==> src/rtl/matrix_generator_lfsr.sv <==
// rtl/matrix_generator_lfsr.sv - LFSR-driven hash matrix generator with shadow/live banks (optional direct write: MATRIX_GEN_LOAD_EN)
module matrix_generator_lfsr #(
    parameter int NUMBER_OF_TABLES = 4,
    parameter int HASH_ADR_WIDTH   = 5,
    parameter int KEY_WIDTH        = 6,
    parameter int LFSR_WIDTH       = 32,
    parameter logic [LFSR_WIDTH-1:0] POLY = 32'h80200003,
    parameter logic [LFSR_WIDTH-1:0] SEED = 32'hACE12468
) (
    input  logic                  clk,
    input  logic                  reset,
    input  logic                  regen_i,
    input  logic                  abort_i,
    input  logic [LFSR_WIDTH-1:0] seed_i,
    input  logic                  seed_valid_i,
`ifdef MATRIX_GEN_LOAD_EN
    input  logic                  wr_en_i,
    input  logic [((NUMBER_OF_TABLES > 1) ? $clog2(NUMBER_OF_TABLES) : 1)-1:0] wr_table_i,
    input  logic [((HASH_ADR_WIDTH > 1) ? $clog2(HASH_ADR_WIDTH) : 1)-1:0]     wr_row_i,
    input  logic [KEY_WIDTH-1:0]  wr_data_i,
`endif
    output logic                  busy_o,
    output logic                  done_o,
    output logic [NUMBER_OF_TABLES*HASH_ADR_WIDTH*KEY_WIDTH-1:0] matrixes_o
);

    localparam int ROWS = NUMBER_OF_TABLES * HASH_ADR_WIDTH;
    localparam int TW   = (NUMBER_OF_TABLES > 1) ? $clog2(NUMBER_OF_TABLES) : 1;
    localparam int RW   = (HASH_ADR_WIDTH > 1) ? $clog2(HASH_ADR_WIDTH) : 1;
    localparam int IW   = (ROWS > 1) ? $clog2(ROWS) : 1;
    localparam logic [TW-1:0] LAST_T = TW'(NUMBER_OF_TABLES - 1);
    localparam logic [RW-1:0] LAST_R = RW'(HASH_ADR_WIDTH - 1);

    typedef enum logic [1:0] {
        IDLE   = 2'd0,
        GEN    = 2'd1,
        COMMIT = 2'd2
    } state_t;

    state_t                state;
    logic [LFSR_WIDTH-1:0] lfsr;
    logic [LFSR_WIDTH-1:0] lfsr_next;
    logic [KEY_WIDTH-1:0]  cand;
    logic [TW-1:0]         t_cnt;
    logic [RW-1:0]         r_cnt;
    logic [IW-1:0]         gen_idx;
    logic [KEY_WIDTH-1:0]  live   [ROWS];
    logic [KEY_WIDTH-1:0]  shadow [ROWS];

    // One GEN cycle consumes KEY_WIDTH Galois steps of the LFSR
    function automatic logic [LFSR_WIDTH-1:0] lfsr_advance(input logic [LFSR_WIDTH-1:0] s);
        logic [LFSR_WIDTH-1:0] v;
        v = s;
        for (int k = 0; k < KEY_WIDTH; k++) begin
            v = v[0] ? ((v >> 1) ^ POLY) : (v >> 1);
        end
        return v;
    endfunction

    assign lfsr_next = lfsr_advance(lfsr);
    assign cand      = lfsr_next[KEY_WIDTH-1:0];
    assign gen_idx   = IW'(t_cnt) * IW'(HASH_ADR_WIDTH) + IW'(r_cnt);

`ifdef MATRIX_GEN_LOAD_EN
    logic [IW-1:0] wr_idx;
    logic          wr_ok;
    assign wr_idx = IW'(wr_table_i) * IW'(HASH_ADR_WIDTH) + IW'(wr_row_i);
    assign wr_ok  = wr_en_i && (int'(wr_table_i) < NUMBER_OF_TABLES) &&
                    (int'(wr_row_i) < HASH_ADR_WIDTH);
`endif

    // Live bank flattened onto the output bus, row index = t*HASH_ADR_WIDTH + r
    for (genvar i = 0; i < ROWS; i++) begin : g_out
        assign matrixes_o[i*KEY_WIDTH +: KEY_WIDTH] = live[i];
    end

    // Controller: state, LFSR, row counters, shadow fill, commit and registered status
    always_ff @(posedge clk or posedge reset) begin
        if (reset) begin
            state  <= IDLE;
            busy_o <= 1'b0;
            done_o <= 1'b0;
            lfsr   <= SEED;
            t_cnt  <= '0;
            r_cnt  <= '0;
            for (int i = 0; i < ROWS; i++) begin
                live[i]   <= KEY_WIDTH'(1) << ((i % HASH_ADR_WIDTH) % KEY_WIDTH);
                shadow[i] <= KEY_WIDTH'(1) << ((i % HASH_ADR_WIDTH) % KEY_WIDTH);
            end
        end else begin
            done_o <= 1'b0;
            case (state)
                IDLE: begin
                    // A zero seed would lock the LFSR, so fall back to SEED
                    if (seed_valid_i) begin
                        lfsr <= (seed_i == '0) ? SEED : seed_i;
                    end
                    if (regen_i) begin
                        state  <= GEN;
                        busy_o <= 1'b1;
                        t_cnt  <= '0;
                        r_cnt  <= '0;
                    end
`ifdef MATRIX_GEN_LOAD_EN
                    if (wr_ok) begin
                        live[wr_idx] <= wr_data_i;
                    end
`endif
                end
                GEN: begin
                    if (abort_i) begin
                        // Abort wins over completion; LFSR is left where it stands
                        state  <= IDLE;
                        busy_o <= 1'b0;
                    end else begin
                        lfsr <= lfsr_next;
                        if (cand != '0) begin
                            shadow[gen_idx] <= cand;
                            if (t_cnt == LAST_T && r_cnt == LAST_R) begin
                                state  <= COMMIT;
                                done_o <= 1'b1;
                                t_cnt  <= '0;
                                r_cnt  <= '0;
                            end else if (r_cnt == LAST_R) begin
                                r_cnt <= '0;
                                t_cnt <= t_cnt + 1'b1;
                            end else begin
                                r_cnt <= r_cnt + 1'b1;
                            end
                        end
                    end
                end
                COMMIT: begin
                    for (int i = 0; i < ROWS; i++) begin
                        live[i] <= shadow[i];
                    end
                    state  <= IDLE;
                    busy_o <= 1'b0;
                end
                default: begin
                    state  <= IDLE;
                    busy_o <= 1'b0;
                end
            endcase
        end
    end

endmodule

==> config.mk <==
export PLATFORM = sky130hd
export DESIGN_NAME = matrix_generator_lfsr
export DESIGN_NICKNAME = d
export VERILOG_FILES = /design/src/rtl/matrix_generator_lfsr.sv
export SDC_FILE = /design/constraint.sdc
export NUM_CORES = 1
export LEC_CHECK = 0
export CAP_MARGIN = 20
export CORE_ASPECT_RATIO = 0.6
export CORE_MARGIN = 8
export CORE_UTILIZATION = 50
export CTS_CLUSTER_SIZE = 12
export DETAILED_ROUTE_END_ITERATION = 8
export GPL_ROUTABILITY_DRIVEN = 1
export GPL_TIMING_DRIVEN = 1
export PLACE_DENSITY_LB_ADDON = 0.05
export SYNTH_ARGS = -nofsm -noshare
export SYNTH_HDL_FRONTEND = slang
export SYNTH_SLANG_ARGS = --single-unit
export TNS_END_PERCENT = 10
==> constraint.sdc <==
create_clock -name clk -period 9.9 [get_ports clk]
set_input_delay 2.475 -clock clk [delete_from_list [all_inputs] [get_ports clk]]
set_output_delay 2.475 -clock clk [all_outputs]
set_load 0.02 [all_outputs]
==> results_dict.tcl <==
set metrics [dict create \
    fp.dieH_um 134 \
    slew_viol_final 0 \
    clockBufferDepth 3 \
    core_sq_um 23000 \
    place_ws_ns 4.95 \
    grt_use_total 0.193 \
    setup_viol 0 \
    post-dp-hpwl_mm 18.0 \
    max_freq_mhz 228 \
    routedWlPerCell_um 21.2 \
    layout-drive-gt1-share 0.360 \
    fill_cells 1736 \
    synthToLayoutAreaGrowth_pct 23.2 \
    async_reset_ff_frac 1.00 \
    totalWireLength_mm 27.2 \
    antenna_left 0 \
    synthTopCellsByCount "dfrtp_1, mux2_2, dfstp_2, nor2_1, clkbuf_1" \
    first_global_vias 7593 \
    ys_seq_elements 281 \
    synth.area.top_cells "dfrtp_1, mux2_2, dfstp_2" \
    relSlewSlack 0.268 \
    clk_latency_ns 0.53 \
    critPathMaxFanout 6 \
    hold_buffers 0 \
    synth-edff-count 0 \
    routed_via_density 5.45 \
    ys_seq_area_frac 0.609 \
    clkPwrFrac 0.309 \
    drt_first_iter_violations 414 \
    dieWidth_um 213 \
    final_cells 1283 \
    hold_viol 0 \
    cts-root-buf "clkbuf_16" \
    combPwrFrac 0.232 \
    critPathBufInv 1 \
    slowest_stage "a211oi_2" \
    cts_buffers 27 \
    cts_resized 0 \
    power.internal_mw 2.06 \
    fin_crit_ns 4.38 \
    die_area_sq_um 28600 \
    cp-end-kind "flip-flop" \
    status "finished, final reports clean" \
    synth_ff_type "dfrtp_1" \
    slowest_delay_ns 0.68 \
    p_sw_frac 0.325 \
    yosys_warnings 0 \
    routed-via-count 6987 \
    timing.final.ws_setup_ns 5.52 \
    rsz0062_at_grt "no" \
    grt_pass1_wl_mm 44.0 \
    overflow 0 \
    pin_count 159 \
    yosysTopAreaCell "dfrtp_1" \
    seqPwrFrac 0.459 \
    initial_core_util 0.507 \
    num_rows 43 \
    crit_path_start_kind "input pin" \
    gp_congestion 0.859 \
    cp.required_ns 10.31 \
    fin_nets 994 \
    cts.sinks 281 \
    num_antenna_cells 0 \
    place_inst 1233 \
    syn_inst 792 \
    p_per_area_nw_per_um2 212 \
    yosysMostFrequentCell "dfrtp_1" \
    grt_max_degree 201 \
    avgSynthCellArea_sq_um 14.7 \
    cts_setup_buffers 0 \
    io_buffers 158 \
    power_mw 3.05 \
    clkSlewWorstSetupHoldPaths_ns 0.06 \
    crit_chain "clkdlybuf4s50_1 > nor3b_2 > nand3_1 > a211oi_2 > nand2_2 > mux2_2" \
    syn-num-nets 839 \
    timing_worst_setup_path_type "in2reg" \
    htree_levels 1 \
    antenna_found_initial 0 \
    cap_violations 0 \
    leakagePower_nw 6.59 \
    ir_drop_v 0.000196 \
    fin_setup_tns_ns 0 \
    min_path_type "reg2reg" \
    netlist_area_sq_um 11600 \
    synth_top_area_frac 0.490 \
    critPathTopFamily "simple AND/OR/NAND/NOR gates" \
    tightestPinTransition_ns 1.09 \
    netSwitchingPower_uw 990 \
    dr.pass1.iters 5 \
    cts_tree "yes" \
    finalClockSkew_ns 0.00924 \
    synth_cell_types 54 \
    arrival_ns 4.79 \
    drc 0 \
    period_share 0.442 \
]
## state kept, by name, indices dropped and copies added, names as in the netlist
register,flops
state,2
busy_o,1
r_cnt,3
lfsr,32
shadow,120
done_o,1
matrixes_o,120
t_cnt,2
## power groups by stage
stage          sequential [mW]  clock [mW]  combinational, mW
6_report                  1.40       0.943              0.707
5_1_grt                   1.41        1.01              0.765
4_1_cts                   1.40       0.965              0.712
3_3_place_gp              1.41           0              0.702
2_1_floorplan             1.36           0              0.509
3_5_place_dp              1.42           0              0.710
## kinds of logic after synthesis
kind of cell / count (synthesis) / share of synthesized area
AOI/OAI and AO/OA: 76 / 0.0494
xor gates and xnor gates: 19 / 0.0223
adders and majority gates: 10 / 0.0114
buffers and inverters: 50 / 0.0176
DFF: 281 / 0.609
muxes: 235 / 0.229
and+or+nand+nor: 121 / 0.0610
## final timing paths
| path | start | end | slack [ns] | cells after the start |
|---|---|---|---|---|
| max | abort_i | shadow[112] | 5.52 | 6 |
| min | lfsr[31] | lfsr[31] | 0.48 | 2 |
| max reg2reg | lfsr[11] | shadow[0] | 5.93 | 4 |
| min reg2reg | lfsr[31] | lfsr[31] | 0.48 | 2 |
| max in group asynchronous | reset | matrixes_o[89] | 6.15 | 3 |
| min in group asynchronous | reset | matrixes_o[32] | 2.33 | 2 |
## worst register-to-register path, stage by stage (launching register included)
cell     delay (ns)
dfrtp_1        0.75
nor4_1         0.88
nand3_1        1.04
nand3_1        0.77
mux2_2         0.41
## stage by stage
stage / hold WS, ns / area [sq um] / util
after CTS: 0.486 / 14300 / 0.625
final: 0.482 / 14300 / 0.625
after global routing: 0.504 / 14300 / 0.625
after floorplan: 0.446 / 11700 / -
after detailed placement: 0.475 / 13600 / 0.590
after global placement: 0.468 / 13600 / 0.590
## routing by layer
metal  vias to the layer above  wire length, um  track usage  part of all wire
li1                       3154                -            -                 -
met3                        51             1300       0.0342             0.048
met1                      3590            13200        0.288              0.49
met5                         -                0            0                 0
met2                       192            12200        0.293              0.45
met4                         0              478       0.0351             0.018
## layout make-up
cell class	instances	area, sq um	area share
Multi-Input combinational cell	461	4370	0.304
Tap cell	315	394	0.0275
Clock buffer	49	778	0.0542
Timing Repair Buffer	168	1670	0.116
Clock inverter	1	8.76	0.000610
Inverter	8	33.8	0.00235
Sequential cell	281	7100	0.495
## cells in the final DEF, fill, tap and decap left out, types with 3 or more instances in the layout
master / netlist / final
xnor2_1: 4 / 4
clkdlybuf4s50_1: 0 / 158
a22o_1: 4 / 4
mux2_1: 8 / 8
mux2_2: 220 / 220
nand2_1: 35 / 35
ha_1: 9 / 9
a221oi_1: 15 / 15
a21oi_1: 6 / 6
nand3_4: 9 / 9
and2_1: 3 / 3
dfrtp_1: 228 / 228
clkbuf_16: 0 / 27
buf_4: 0 / 9
o22ai_1: 12 / 12
nor4_1: 9 / 9
nand4_1: 3 / 3
clkbuf_1: 38 / 20
a21o_1: 3 / 3
o21ai_0: 24 / 24
inv_1: 8 / 7
xor2_1: 7 / 7
nand3_1: 4 / 4
dfstp_2: 53 / 53
nor2_1: 41 / 41
mux2_4: 6 / 6
Power figures use the tool's default switching activity.
